File: config.mk
export PLATFORM = sky130hd
export DESIGN_NAME = color_sequencer
export DESIGN_NICKNAME = d
export VERILOG_FILES = /design/src/rtl/color_pkg.sv /design/src/rtl/color_sequencer_tick_gen.sv /design/src/rtl/color_sequencer.sv
export SDC_FILE = /design/constraint.sdc
export NUM_CORES = 1
export LEC_CHECK = 0
export BUFFER_PORTS_ARGS = -buffer_cell sky130_fd_sc_hd__buf_2
export CORE_MARGIN = 5
export CORE_UTILIZATION = 55
export CTS_BUF_LIST = sky130_fd_sc_hd__clkbuf_8
export CTS_CLUSTER_DIAMETER = 200
export CTS_CLUSTER_SIZE = 12
export DETAILED_ROUTE_END_ITERATION = 8
export GPL_ROUTABILITY_DRIVEN = 0
export GPL_TIMING_DRIVEN = 0
export PLACE_DENSITY = 0.88
export SYNTH_ARGS = -nofsm -noshare
export SYNTH_HDL_FRONTEND = slang
export SYNTH_SLANG_ARGS = --single-unit
File: constraint.sdc
create_clock -name clk -period 1.7 [get_ports clk]
set_input_delay 0.34 -clock clk [delete_from_list [all_inputs] [get_ports clk]]
set_output_delay 0.34 -clock clk [all_outputs]
set_load 0.01 [all_outputs]
File: src/rtl/color_pkg.sv
`default_nettype none
// ============================================================================
//  Module      : color_pkg
//  Description : Shared definitions for the colour sequencer: FSM state
//                encoding, colour-table size, colour index constants and
//                the index -> {r,g,b} lookup.
//  Revision    : 1.0 - initial release
// ============================================================================
package color_pkg;

    // FSM states; encoding 2'd3 is unused and recovers to ST_IDLE.
    typedef enum logic [1:0] {
        ST_IDLE  = 2'd0,
        ST_RUN   = 2'd1,
        ST_PAUSE = 2'd2
    } state_e;

    localparam int NUM_COLORS = 6;

    localparam logic [2:0] IDX_RED     = 3'd0;
    localparam logic [2:0] IDX_YELLOW  = 3'd1;
    localparam logic [2:0] IDX_GREEN   = 3'd2;
    localparam logic [2:0] IDX_CYAN    = 3'd3;
    localparam logic [2:0] IDX_BLUE    = 3'd4;
    localparam logic [2:0] IDX_MAGENTA = 3'd5;

    // Colour table, result is {r,g,b}. Out-of-range indices give black.
    function automatic logic [2:0] color_rgb(input logic [2:0] idx);
        logic [2:0] rgb;
        case (idx)
            IDX_RED:     rgb = 3'b100;
            IDX_YELLOW:  rgb = 3'b110;
            IDX_GREEN:   rgb = 3'b010;
            IDX_CYAN:    rgb = 3'b011;
            IDX_BLUE:    rgb = 3'b001;
            IDX_MAGENTA: rgb = 3'b101;
            default:     rgb = 3'b000;
        endcase
        return rgb;
    endfunction

endpackage
`default_nettype wire

File: src/rtl/color_sequencer_tick_gen.sv
`default_nettype none
// ============================================================================
//  Module      : tick_gen
//  Description : Prescaler producing a single-cycle tick enable every DIV
//                enabled cycles. Count holds while en is low.
//  Ports       : clk   - system clock
//                rst_n - synchronous active-low reset (count -> 0)
//                en    - count enable
//                tick  - high while enabled and count == DIV-1
//  Revision    : 1.0 - initial release
// ============================================================================
module tick_gen #(
    parameter int DIV = 10
) (
    input  logic clk,
    input  logic rst_n,
    input  logic en,
    output logic tick
);

    localparam int              CNT_W   = (DIV > 2) ? $clog2(DIV) : 1;
    localparam logic [CNT_W-1:0] CNT_MAX = CNT_W'(DIV - 1);

    logic [CNT_W-1:0] cnt_q;
    logic [CNT_W-1:0] cnt_d;

    // Explicit wrap so non-power-of-two DIV values work.
    always_comb begin
        cnt_d = cnt_q;
        if (en) begin
            cnt_d = (cnt_q == CNT_MAX) ? '0 : cnt_q + CNT_W'(1);
        end
    end

    always_ff @(posedge clk) begin
        if (!rst_n) begin
            cnt_q <= '0;
        end else begin
            cnt_q <= cnt_d;
        end
    end

    assign tick = en && (cnt_q == CNT_MAX);

endmodule
`default_nettype wire

File: src/rtl/color_sequencer.sv
`default_nettype none
// ============================================================================
//  Module      : color_sequencer
//  Description : Run/pause/step controller cycling a six-entry colour table
//                with PWM-dimmed RGB outputs, single clock domain.
//  Ports       : clk       - system clock
//                rst_n     - synchronous active-low reset
//                run       - 1 = auto-advance, 0 = pause
//                step      - single-cycle manual advance (paused only)
//                dir       - 0 = forward, 1 = reverse
//                bright    - PWM duty for lit channels
//                color_idx - current colour index 0..5
//                rgb       - {r,g,b} PWM drive
//                adv       - pulse in the cycle color_idx changes
//                state     - FSM state (debug)
//  Revision    : 1.0 - initial release
// ============================================================================
module color_sequencer
    import color_pkg::*;
#(
    parameter int CLK_HZ   = 100_000_000,
    parameter int STEP_HZ  = 1,
    parameter int PWM_BITS = 8
) (
    input  logic                clk,
    input  logic                rst_n,
    input  logic                run,
    input  logic                step,
    input  logic                dir,
    input  logic [PWM_BITS-1:0] bright,
    output logic [2:0]          color_idx,
    output logic [2:0]          rgb,
    output logic                adv,
    output logic [1:0]          state
);

    localparam int DIV = CLK_HZ / STEP_HZ;

    state_e              state_q, state_d;
    logic [2:0]          idx_q, idx_d;
    logic                adv_q;
    logic [2:0]          rgb_q, rgb_d;
    logic [PWM_BITS-1:0] pwm_q;

    logic advance;
    logic tick;
    logic presc_rst_n;
    logic presc_en;

    // The prescaler is cleared throughout IDLE so the first dwell after
    // leaving IDLE is a full DIV cycles; in PAUSE it simply stops counting.
    assign presc_rst_n = rst_n && (state_q != ST_IDLE);
    assign presc_en    = (state_q == ST_RUN);

    tick_gen #(
        .DIV (DIV)
    ) u_tick_gen (
        .clk   (clk),
        .rst_n (presc_rst_n),
        .en    (presc_en),
        .tick  (tick)
    );

    // Next-state and advance decision.
    always_comb begin
        state_d = state_q;
        advance = 1'b0;
        case (state_q)
            ST_IDLE: begin
                if (run) begin
                    state_d = ST_RUN;
                end else if (step) begin
                    state_d = ST_PAUSE;
                    advance = 1'b1;
                end
            end
            ST_RUN: begin
                advance = tick;
                if (!run) begin
                    state_d = ST_PAUSE;
                end
            end
            ST_PAUSE: begin
                // run wins over a coincident step; the step is dropped.
                if (run) begin
                    state_d = ST_RUN;
                end else if (step) begin
                    advance = 1'b1;
                end
            end
            default: begin
                state_d = ST_IDLE;
            end
        endcase
    end

    // Modulo-6 index update computed directly, never passing through 6/7.
    always_comb begin
        idx_d = idx_q;
        if (advance) begin
            if (dir) begin
                idx_d = (idx_q == IDX_RED) ? IDX_MAGENTA : idx_q - 3'd1;
            end else begin
                idx_d = (idx_q == IDX_MAGENTA) ? IDX_RED : idx_q + 3'd1;
            end
        end
    end

    always_comb begin
        rgb_d = 3'b000;
        if ((state_q != ST_IDLE) && (pwm_q < bright)) begin
            rgb_d = color_rgb(idx_q);
        end
    end

    always_ff @(posedge clk) begin
        if (!rst_n) begin
            state_q <= ST_IDLE;
            idx_q   <= IDX_RED;
            adv_q   <= 1'b0;
            rgb_q   <= 3'b000;
            pwm_q   <= '0;
        end else begin
            state_q <= state_d;
            idx_q   <= idx_d;
            adv_q   <= advance;
            rgb_q   <= rgb_d;
            pwm_q   <= pwm_q + PWM_BITS'(1);
        end
    end

    assign color_idx = idx_q;
    assign rgb       = rgb_q;
    assign adv       = adv_q;
    assign state     = state_q;

endmodule
`default_nettype wire
Word-level counts from Yosys, hierarchy flattened
Cells that the tools add are included.
{ "word_totals": {"regBits": 44, "inputBits": 13, "output_inout_bits": 9, "elab_cells": 44} }
{ "op_classes": {"add_sub_neg": 4, "n_lt_le_gt_ge": 1, "eq_ne": 11, "n_mux": 13, "n_reduce_logical": 9} }
{ "ops": {"columns": ["operator", "count"], "rows": [
  ["27-bit by 1-bit adder with 27-bit output (second input constant)", 1],
  ["27-bit == test (second input constant)", 1],
  ["27-bit two-way mux", 1],
  ["3-bit one-hot mux with 6 select lines", 1],
  ["3-bit two-way mux", 3],
  ["8-bit by 1-bit adder with 8-bit output (second input constant)", 1],
  ["8-bit < comparator", 1],
  ["2-bit two-way mux", 4],
  ["3-bit by 2-bit == test with 1-bit output (second input constant)", 2],
  ["3-bit == test (second input constant)", 2],
  ["2-bit one-hot mux with 3 select lines", 1],
  ["2-bit inequality test (second input constant)", 2],
  ["3-bit by 1-bit adder with 3-bit output (second input constant)", 1],
  ["3-bit by 1-bit == test with 1-bit output (second input constant)", 1],
  ["1-bit logical AND", 3],
  ["3-bit zero test", 1],
  ["3-bit inequality test (second input constant)", 1],
  ["3-bit AND reduction", 1],
  ["3-bit by 1-bit subtractor with 3-bit output (second input constant)", 1],
  ["2-bit by 1-bit == test with 1-bit output (second input constant)", 1],
  ["2-bit == test (second input constant)", 1],
  ["2-bit zero test", 1],
  ["1-bit two-way mux", 2],
  ["1-bit one-hot mux with 2 select lines", 1],
  ["other kinds (3)", 3]
]} }

Depth between registers and ports, before layout
Gate-level depths: netlist (run 1).
{ "logic_depth": {"depth_word": 3, "mapped_depth": 8, "ltp_nobuf": 7} }

Hierarchy
A second synthesis (run 1) with hierarchy kept.
{ "unflattened": {"cells_unflattened": 279, "hier_area_um2": 2377.3} }
{ "by_module_without_submodules": {"columns": ["mod", "instances", "cells_per_inst", "area_each_um2", "seq_area_each_um2"], "rows": [
  ["tick_gen", 1, 175, 1446.4, 540.5],
  ["color_sequencer", 1, 104, 930.9, 340.3]
]} }

Worst setup path before layout (run 1)
OpenSTA, ideal clock, no wires.
{ "synth_timing": {"kind": "register to register", "startpoint": "reg state_q[0], in the netlist state[0]", "endpoint": "reg idx_q[1], in the netlist color_idx[1]", "setup_ps": 119, "arrival_ps": 1622, "required_ps": 1581, "slack_ps": -41, "stages_incl_launch_ff": 8, "n_path_buf": 2, "synth_period_minus_slack_ps": 1741, "cell_sequence": "dfxtp_1 -> buf_2 -> and4b_2 -> and3_1 -> buf_2 -> nand4_4 -> and2_1 -> o221a_2"} }
{ "synth_between": {"elab_chain_cells": 3, "word_cells_on_any_way": 6, "classes_between": "2 x eq/ne; 1 x mux; 3 x reduce/logical"} }
{ "synth_lines": {"columns": ["element", "line", "rtl"], "rows": [
  ["start: declaration", "color_sequencer.sv:39", "state_e state_q, state_d;"],
  ["start signal: assignment", "color_sequencer.sv:124", "state_q <= state_d;"],
  ["2-bit == test (tied with other cells)", "color_sequencer.sv:68", "case (state_q)"],
  ["2-bit OR reduction (no source line) / 1-bit logical AND (equally long branches)", null, null],
  ["1-bit one-hot mux with 2 select lines *", "color_sequencer.sv:68", null],
  ["end signal: assignment", "color_sequencer.sv:125", "idx_q <= idx_d;"],
  ["end: declaration", "color_sequencer.sv:40", "logic [2:0] idx_q, idx_d;"]
]} }
Every way passes the cells marked *; elsewhere a longest branch is shown, timed or not.
A chain may end at the register's enable or synchronous reset.

Final worst setup path (run 1)
{ "layout_timing": {"startpoint": "reg u_tick_gen.cnt_q[10]", "endpoint": "reg u_tick_gen.cnt_q[18]"} }
{ "layout_between": {"elab_chain_cells": 2, "word_cells_on_any_way": 3, "classes_between": "1 x add/sub; 1 x eq/ne; 1 x mux"} }
{ "layout_lines": {"columns": ["element", "line", "rtl"], "rows": [
  ["start: declaration", "color_sequencer_tick_gen.sv:24", "logic [CNT_W-1:0] cnt_q;"],
  ["start signal: assignment", "color_sequencer_tick_gen.sv:39", "cnt_q <= cnt_d;"],
  ["27-bit by 1-bit adder with 27-bit output / 27-bit == test (equally long branches)", "color_sequencer_tick_gen.sv:31", "cnt_d = (cnt_q == CNT_MAX) ? '0 : cnt_q + CNT_W'(1);"],
  ["27-bit two-way mux *", "color_sequencer_tick_gen.sv:31", null]
]} }
Marks and branches as above.

==> results of run 1 <==
per-stage QoR:
stage | TNS, ps | setup slack, ps
2_1_floorplan | 0 | 13.1
6_report | -219 | -55.8
4_1_cts | -3.49 | -3.49
3_5_place_dp | -3100 | -234
5_1_grt | -1150 | -134
3_3_place_gp | -2310 | -185
cell usage after synthesis, drive strengths merged (4+ instances only):
master | instances | share of area, %
nand4 | 8 | 4.1
xnor2 | 4 | 1.5
o21ai | 9 | 2.0
nor3 | 5 | 1.1
nor2 | 38 | 6.3
buf | 6 | 1.8
nor4 | 5 | 2.3
nand3 | 19 | 4.4
inv | 12 | 2.0
a21oi | 16 | 3.5
ha | 10 | 5.4
nand2 | 24 | 3.9
xor2 | 19 | 7.2
dfxtp | 44 | 38
and3 | 7 | 2.0
worst register-to-register path, cell delays in order (launching register included):
cell and delay [ps]:
sky130_fd_sc_hd__dfxtp_4 380, sky130_fd_sc_hd__or3_4 430, sky130_fd_sc_hd__nor4_4 280, sky130_fd_sc_hd__buf_4 190
sky130_fd_sc_hd__a21oi_1 90, sky130_fd_sc_hd__o211ai_1 190, sky130_fd_sc_hd__o41ai_1 90
flip-flops by register name, indices dropped and copies added (netlist names):
register,flops
u_tick_gen.cnt_q,27
pwm_q,8
color_idx,3
rgb,3
state,2
adv,1
per-layer routing:
layer,vias to the layer above,track usage [%],share of wire (%)
met5,-,0,0
li1,1045,-,-
met3,26,3.60,6.7
met1,1044,27.0,40
met2,116,36.7,50
met4,0,7.71,3.7
report_power, final:
part           total [mW]  internal, mW  switching, mW
Combinational       0.164        0.0732         0.0904
Clock               0.680         0.324          0.355
Sequential           1.07          1.05         0.0228
Total                1.91          1.44          0.469
cell families after synthesis:
logic type	after synthesis	share of synthesized area [%]
XOR/XNOR	23	8.75
flip-flops	44	38.3
multiplexers	3	1.36
adder cells (fa/ha/maj)	10	5.44
AND/OR/NAND/NOR	125	30.4
AO/OA/AOI/OAI	42	11.5
buffers and inverters	21	4.30
path summary, 6_finish.rpt:
path	to	slack, ps	depth (start not counted)
max	u_tick_gen.cnt_q[18]$_SDFFE_PN0N_	-60	6
min	state[1]$_SDFFE_PN0P_	210	2
max reg2reg	u_tick_gen.cnt_q[18]$_SDFFE_PN0N_	-60	6
min reg2reg	pwm_q[0]$_SDFF_PN0_	500	1
cell type report:
type,count,area share [%]
Tap cell,50,2.18
Multi-Input combinational cell,203,50.1
Buffer,6,1.62
Clock buffer,6,2.88
Clock inverter,2,0.349
Timing Repair Buffer,43,9.69
Inverter,13,1.70
Sequential cell,44,31.5
timing repair:
action | in CTS | in global routing
endpoints found under the hold margin | 0 | 0
resized for setup | 23 | 27
gates cloned | 0 | 1
hold buffers | 0 | 0
buffers inserted | 10 | 12
pin swaps | 8 | 14
setup endpoints to repair | 20 | 25
==> flow_metrics.env, run 1 <==
export IMPL_drv_max_cap_violation_count=0
export IMPL_critical_path_max_stage_delay_ps=430
export IMPL_grt_total_usage_pct=21.4
export IMPL_ys_async_sr_fraction_pct=0
export IMPL_area_growth_synth_to_final_pct=24.6
export IMPL_critical_path_buf_inv_count=1
export IMPL_irDropWorstVdd_mv=0.478
export IMPL_postSynthRegisterBits=44
export IMPL_timing_critical_path_from_type="flip-flop"
export IMPL_holdCritStartpoint="run"
export IMPL_design_portCount=22
export IMPL_tritoncts="yes"
export IMPL_drv_slew=0
export IMPL_synth_edff_count=0
export IMPL_worstMarginPinSlew_ps=531
export IMPL_die_h_um=74.7
export IMPL_portBuffers=20
export IMPL_synthesis_instances=268
export IMPL_total_power_mw=1.91
export IMPL_nFillCells=281
export IMPL_drt_wirelength_per_cell_um=16.8
export IMPL_globalRouteOverflowTotal=0
export IMPL_first_pass_iters=5
export IMPL_grt_antenna_before_repair=0
export IMPL_layout_nets=339
export IMPL_worst_path_max_delay_cell="sky130_fd_sc_hd__or3_4"
export IMPL_core_area_mm2=0.00403
export IMPL_power_density_mw_per_mm2=667
export IMPL_post_drt_via_cell_ratio=6.08
export IMPL_cts_htree_levels=2
export IMPL_grt_setup_unrepaired="yes"
export IMPL_dp_cells=338
export IMPL_drt_iter0_drc=173
export IMPL_number_of_buffers_created_by_cts=5
export IMPL_worstReg2RegStart="u_tick_gen.cnt_q[10]$_SDFFE_PN0N_"
export IMPL_finClkSkew_ps=8.33
export IMPL_synth_warnings=0
export IMPL_critical_path_class="reg -> reg"
export IMPL_violations_in_the_final_reports="setup timing"
export IMPL_detail_route_wirelength_mm=6.17
export IMPL_critical_path_peak_fanout=5
export IMPL_path_clk_slew_ps=80
export IMPL_crit_family="simple AND/OR/NAND/NOR gates"
export IMPL_run_status="finished, violations left"
export IMPL_yosysSeqAreaShare_pct=38.3
export IMPL_remaining_drc_errors=0
export IMPL_worst_slack_ps=-55.8
export IMPL_path_cells="or3_4 -> nor4_4 -> buf_4 -> a21oi_1 -> o211ai_1 -> o41ai_1"
export IMPL_max_clock_path_buffers=2
export IMPL_cts_root_buffer="sky130_fd_sc_hd__clkbuf_8"
export IMPL_fin_cells=367
export IMPL_syn_nets=291
export IMPL_synth_area_per_cell_um2=8.59
export IMPL_grt_max_degree=14
export IMPL_clk_insertion_delay_late_ps=300
export IMPL_min_period_ps=1760
export IMPL_layout_core_utilization_pct=71.1
export IMPL_synth_area_mm2=0.00230
export IMPL_vias_in_the_first_global_route=2058
export IMPL_hpwl_mm=3.60
export IMPL_finalHoldViolations=0
export IMPL_place_area_mm2=0.00247
export IMPL_global_route_wire_length_before_repair_mm=9.34
export IMPL_ant_nets=0
export IMPL_final_seq_area_um2=902
export IMPL_finalSetupViolations=9
export IMPL_clkSinkCount=44
export IMPL_startpoint="u_tick_gen.cnt_q[10]$_SDFFE_PN0N_"
export IMPL_dominantRegCellSynth="sky130_fd_sc_hd__dfxtp_1"
export IMPL_timing_fmax_mhz=570
export IMPL_min_path_type="in -> reg"
export IMPL_via_count_of_the_routed_design=2231
export IMPL_final_period_utilization_pct=103
export IMPL_initial_utilization_pct=57.1
export IMPL_die_width_um=74.7
export IMPL_dieArea_mm2=0.00558
export IMPL_final_cell_mix="sky130_fd_sc_hd__nor2_1 (35), sky130_fd_sc_hd__dfxtp_1 (31), sky130_fd_sc_hd__buf_4 (22), sky130_fd_sc_hd__nand2_1 (22), sky130_fd_sc_hd__buf_2 (21)"
export IMPL_layout_drive_gt1_share_pct=30.9
export IMPL_required_ps=1890
export IMPL_mostFrequentLayoutCell="sky130_fd_sc_hd__nor2_1"
export IMPL_multi_input_comb_area_mm2=0.00144
export IMPL_cp_data_arrival_time_ps=1940
export IMPL_synth_cell_types=48
export IMPL_worst_setup_path_end_kind="flip-flop"
export IMPL_power_leakage_nw=1.21
export IMPL_insertedDiodeCount=0
export IMPL_placement_rows=23
export IMPL_maxSlewHeadroom_pct=64.2
export IMPL_final_design_area_no_fill_mm2=0.00287
export IMPL_timing_hold_ws_ps=213
(Power assumes the default switching activity.)
==> inputs of run 2 (changes only) <==
Settings changed: BUFFER_PORTS_ARGS -buffer_cell sky130_fd_sc_hd__buf_2 to -buffer_cell sky130_fd_sc_hd__buf_4.
==> run 2 against run 1 <==
The flow still finishes with violations (setup timing). Critical path depth is the same. Hold slack got worse by 27 ps. Count of clock-buffer cells in the layout did not move. Setup slack improved by 14 ps. Wire length is 1.0% lower. Die area is the same. Final area increased by 3.6%. Clock skew up 0.85 ps. Global-route usage is essentially flat. Register-to-register slack hardly changed. Combinational power grew 13%. Critical endpoint is now color_idx[1]$_SDFFE_PN0P_. Largest cell class unchanged.
==> flow_metrics.env, run 2 (same netlist as run 1, synthesis figures left out) <==
export IMPL_globalRouteOverflowTotal=0
export IMPL_design_portCount=22
export IMPL_area_growth_synth_to_final_pct=29.1
export IMPL_clk_pwr_share_pct=35.8
export IMPL_die_h_um=74.7
export IMPL_nFillCells=286
export IMPL_tritoncts="yes"
export IMPL_die_width_um=74.7
export IMPL_layout_drive_gt1_share_pct=32.7
export IMPL_r2r_end="color_idx[1]$_SDFFE_PN0P_"
export IMPL_multi_input_comb_area_mm2=0.00144
export IMPL_power_density_mw_per_mm2=656
export IMPL_switching_share_pct=25.1
export IMPL_run_status="finished, violations left"
export IMPL_clkSinkCount=44
export IMPL_worst_slack_ps=-41.9
export IMPL_portBuffers=20
export IMPL_ant_nets=0
export IMPL_maxSlewHeadroom_pct=73.2
export IMPL_setup_total_negative_slack_ps=-48.8
export IMPL_worstSetupEndpoint="color_idx[1]$_SDFFE_PN0P_"
export IMPL_worstMarginPinSlew_ps=402
export IMPL_vias_in_the_first_global_route=2011
export IMPL_cellInternalPower_mw=1.46
export IMPL_startpoint="u_tick_gen.cnt_q[0]$_SDFFE_PN0N_"
export IMPL_path_cells="ha_4 -> and4b_2 -> and3_4 -> nand4_4 -> and2_4 -> o221a_2"
export IMPL_initial_utilization_pct=57.1
export IMPL_first_pass_iters=4
export IMPL_final_cell_mix="sky130_fd_sc_hd__buf_4 (45), sky130_fd_sc_hd__nor2_1 (35), sky130_fd_sc_hd__dfxtp_1 (29)"
export IMPL_worst_setup_path_end_kind="flip-flop"
export IMPL_cp_data_arrival_time_ps=1950
export IMPL_worst_r2r_cell_count=6
export IMPL_violations_in_the_final_reports="setup timing"
export IMPL_remaining_drc_errors=0
export IMPL_grt_total_usage_pct=21.3
export IMPL_min_path_type="in -> reg"
export IMPL_cts_root_buffer="sky130_fd_sc_hd__clkbuf_8"
export IMPL_placement_rows=23
export IMPL_timing_fmax_mhz=574
export IMPL_min_period_ps=1740
export IMPL_drv_max_cap_violation_count=0
export IMPL_critical_path_class="reg -> reg"
export IMPL_post_drt_via_cell_ratio=5.96
export IMPL_largest_register_ffs=27
export IMPL_global_route_wire_length_before_repair_mm=9.03
export IMPL_clk_insertion_delay_late_ps=310
export IMPL_cts_htree_levels=2
export IMPL_worstReg2RegStart="u_tick_gen.cnt_q[0]$_SDFFE_PN0N_"
export IMPL_power_leakage_nw=1.24
export IMPL_drt_iter0_drc=179
export IMPL_seq_power_share_pct=54.7
export IMPL_rrSetupSlack_ps=-40
export IMPL_place_area_mm2=0.00252
export IMPL_mostFrequentLayoutCell="sky130_fd_sc_hd__buf_4"
export IMPL_critical_path_max_stage_delay_ps=370
export IMPL_final_design_area_no_fill_mm2=0.00297
export IMPL_timing_critical_path_from_type="flip-flop"
export IMPL_number_of_buffers_created_by_cts=5
export IMPL_finClkSkew_ps=9.18
export IMPL_grt_setup_unrepaired="yes"
export IMPL_largest_registers="u_tick_gen.cnt_q x27, pwm_q x8"
export IMPL_total_switching_power_mw=0.489
export IMPL_share_comb_of_total_power_pct=9.5
export IMPL_finalHoldViolations=0
export IMPL_final_period_utilization_pct=102
export IMPL_drt_wirelength_per_cell_um=16.5
export IMPL_final_seq_area_um2=910
export IMPL_grt_max_degree=14
export IMPL_layout_nets=343
export IMPL_drv_slew=0
export IMPL_hpwl_mm=3.57
export IMPL_finalSetupViolations=2
export IMPL_path_clk_slew_ps=90
export IMPL_required_ps=1910
export IMPL_irDropWorstVdd_mv=0.650
export IMPL_top_register_by_number_of_flip_flops="u_tick_gen.cnt_q"
export IMPL_dieArea_mm2=0.00558
export IMPL_via_count_of_the_routed_design=2210
export IMPL_core_area_mm2=0.00403
export IMPL_max_clock_path_buffers=2
export IMPL_critical_path_peak_fanout=5
export IMPL_worst_path_max_delay_cell="sky130_fd_sc_hd__dfxtp_4"
export IMPL_grt_antenna_before_repair=0
export IMPL_insertedDiodeCount=0
export IMPL_detail_route_wirelength_mm=6.10
run 2: cell count changes in the layout (fill, tap and decap cells not counted), moves of 2 or more:
cell / previous run / this run
sky130_fd_sc_hd__buf_6: 4 / 6
sky130_fd_sc_hd__buf_4: 22 / 45
sky130_fd_sc_hd__dfxtp_4: 2 / 4
sky130_fd_sc_hd__clkinv_2: 2 / 0
sky130_fd_sc_hd__buf_2: 21 / 0
sky130_fd_sc_hd__dfxtp_1: 31 / 29
run 2: area by class of cell:
type                            instances  share of cell area [%]
Clock inverter                          2                   0.379
Tap cell                               50                    2.11
Timing Repair Buffer                   47                    12.3
Buffer                                  6                    1.68
Clock buffer                            6                    2.78
Multi-Input combinational cell        203                    48.5
Inverter                               13                    1.64
Sequential cell                        44                    30.6
run 2: critical path: cells and delay by family (launching register included):
kind | cells | cell delay (ps)
adders and majority gates | 1 | 130
DFF | 1 | 370
and+or+nand+nor | 4 | 920
AOI/OAI and AO/OA | 1 | 230
run 2: through the flow:
step | cells | setup slack, ps | total power, mW | hold slack (ps) | util [%]
after floorplan | 268 | 13.1 | 1.18 | 417 | -
after global placement | 338 | -193 | 1.24 | 439 | 62.5
after detailed placement | 338 | -223 | 1.25 | 467 | 62.5
after CTS | 357 | 1.67 | 1.93 | 191 | 68.9
after global routing | 371 | -151 | 2.02 | 185 | 73.7
final | 371 | -41.9 | 1.95 | 186 | 73.7
run 2: power groups by stage:
| stage | logic [mW] | clock network [mW] | registers (mW) |
|---|---|---|---|
| 6_report | 0.185 | 0.697 | 1.07 |
| 2_1_floorplan | 0.0929 | 0 | 1.09 |
| 3_3_place_gp | 0.153 | 0 | 1.09 |
| 4_1_cts | 0.169 | 0.687 | 1.07 |
| 3_5_place_dp | 0.158 | 0 | 1.09 |
| 5_1_grt | 0.205 | 0.742 | 1.07 |
run 2: worst min path at each step:
stage                              from               endpoint  slack [ps]  depth (start not counted)
global placement    pwm_q[0]$_SDFF_PN0_    pwm_q[0]$_SDFF_PN0_         440                          1
finish                              run  state[1]$_SDFFE_PN0P_         190                          2
floorplan                           run  state[1]$_SDFFE_PN0P_         420                          1
global route                        run  state[1]$_SDFFE_PN0P_         180                          2
detailed placement  pwm_q[0]$_SDFF_PN0_    pwm_q[0]$_SDFF_PN0_         470                          1
CTS                                 run  state[1]$_SDFFE_PN0P_         190                          2
run 2: what timing repair did:
action,4_1_cts,5_1_grt
endpoints found under the hold margin,0,0
setup buffers,12,15
hold buffers,0,0
resized for setup,22,35
pin swaps,5,14
setup endpoints to repair,20,25
run 2: metal layers:
| metal | wire, µm | up-vias | track usage [%] | share of wire, % |
|---|---|---|---|---|
| met5 | 0 | - | 0 | 0 |
| met4 | 250 | 0 | 10.3 | 4.1 |
| met3 | 314 | 22 | 4.94 | 5.1 |
| met2 | 2990 | 88 | 35.0 | 49 |
| met1 | 2540 | 1033 | 26.5 | 42 |
| li1 | - | 1067 | - | - |
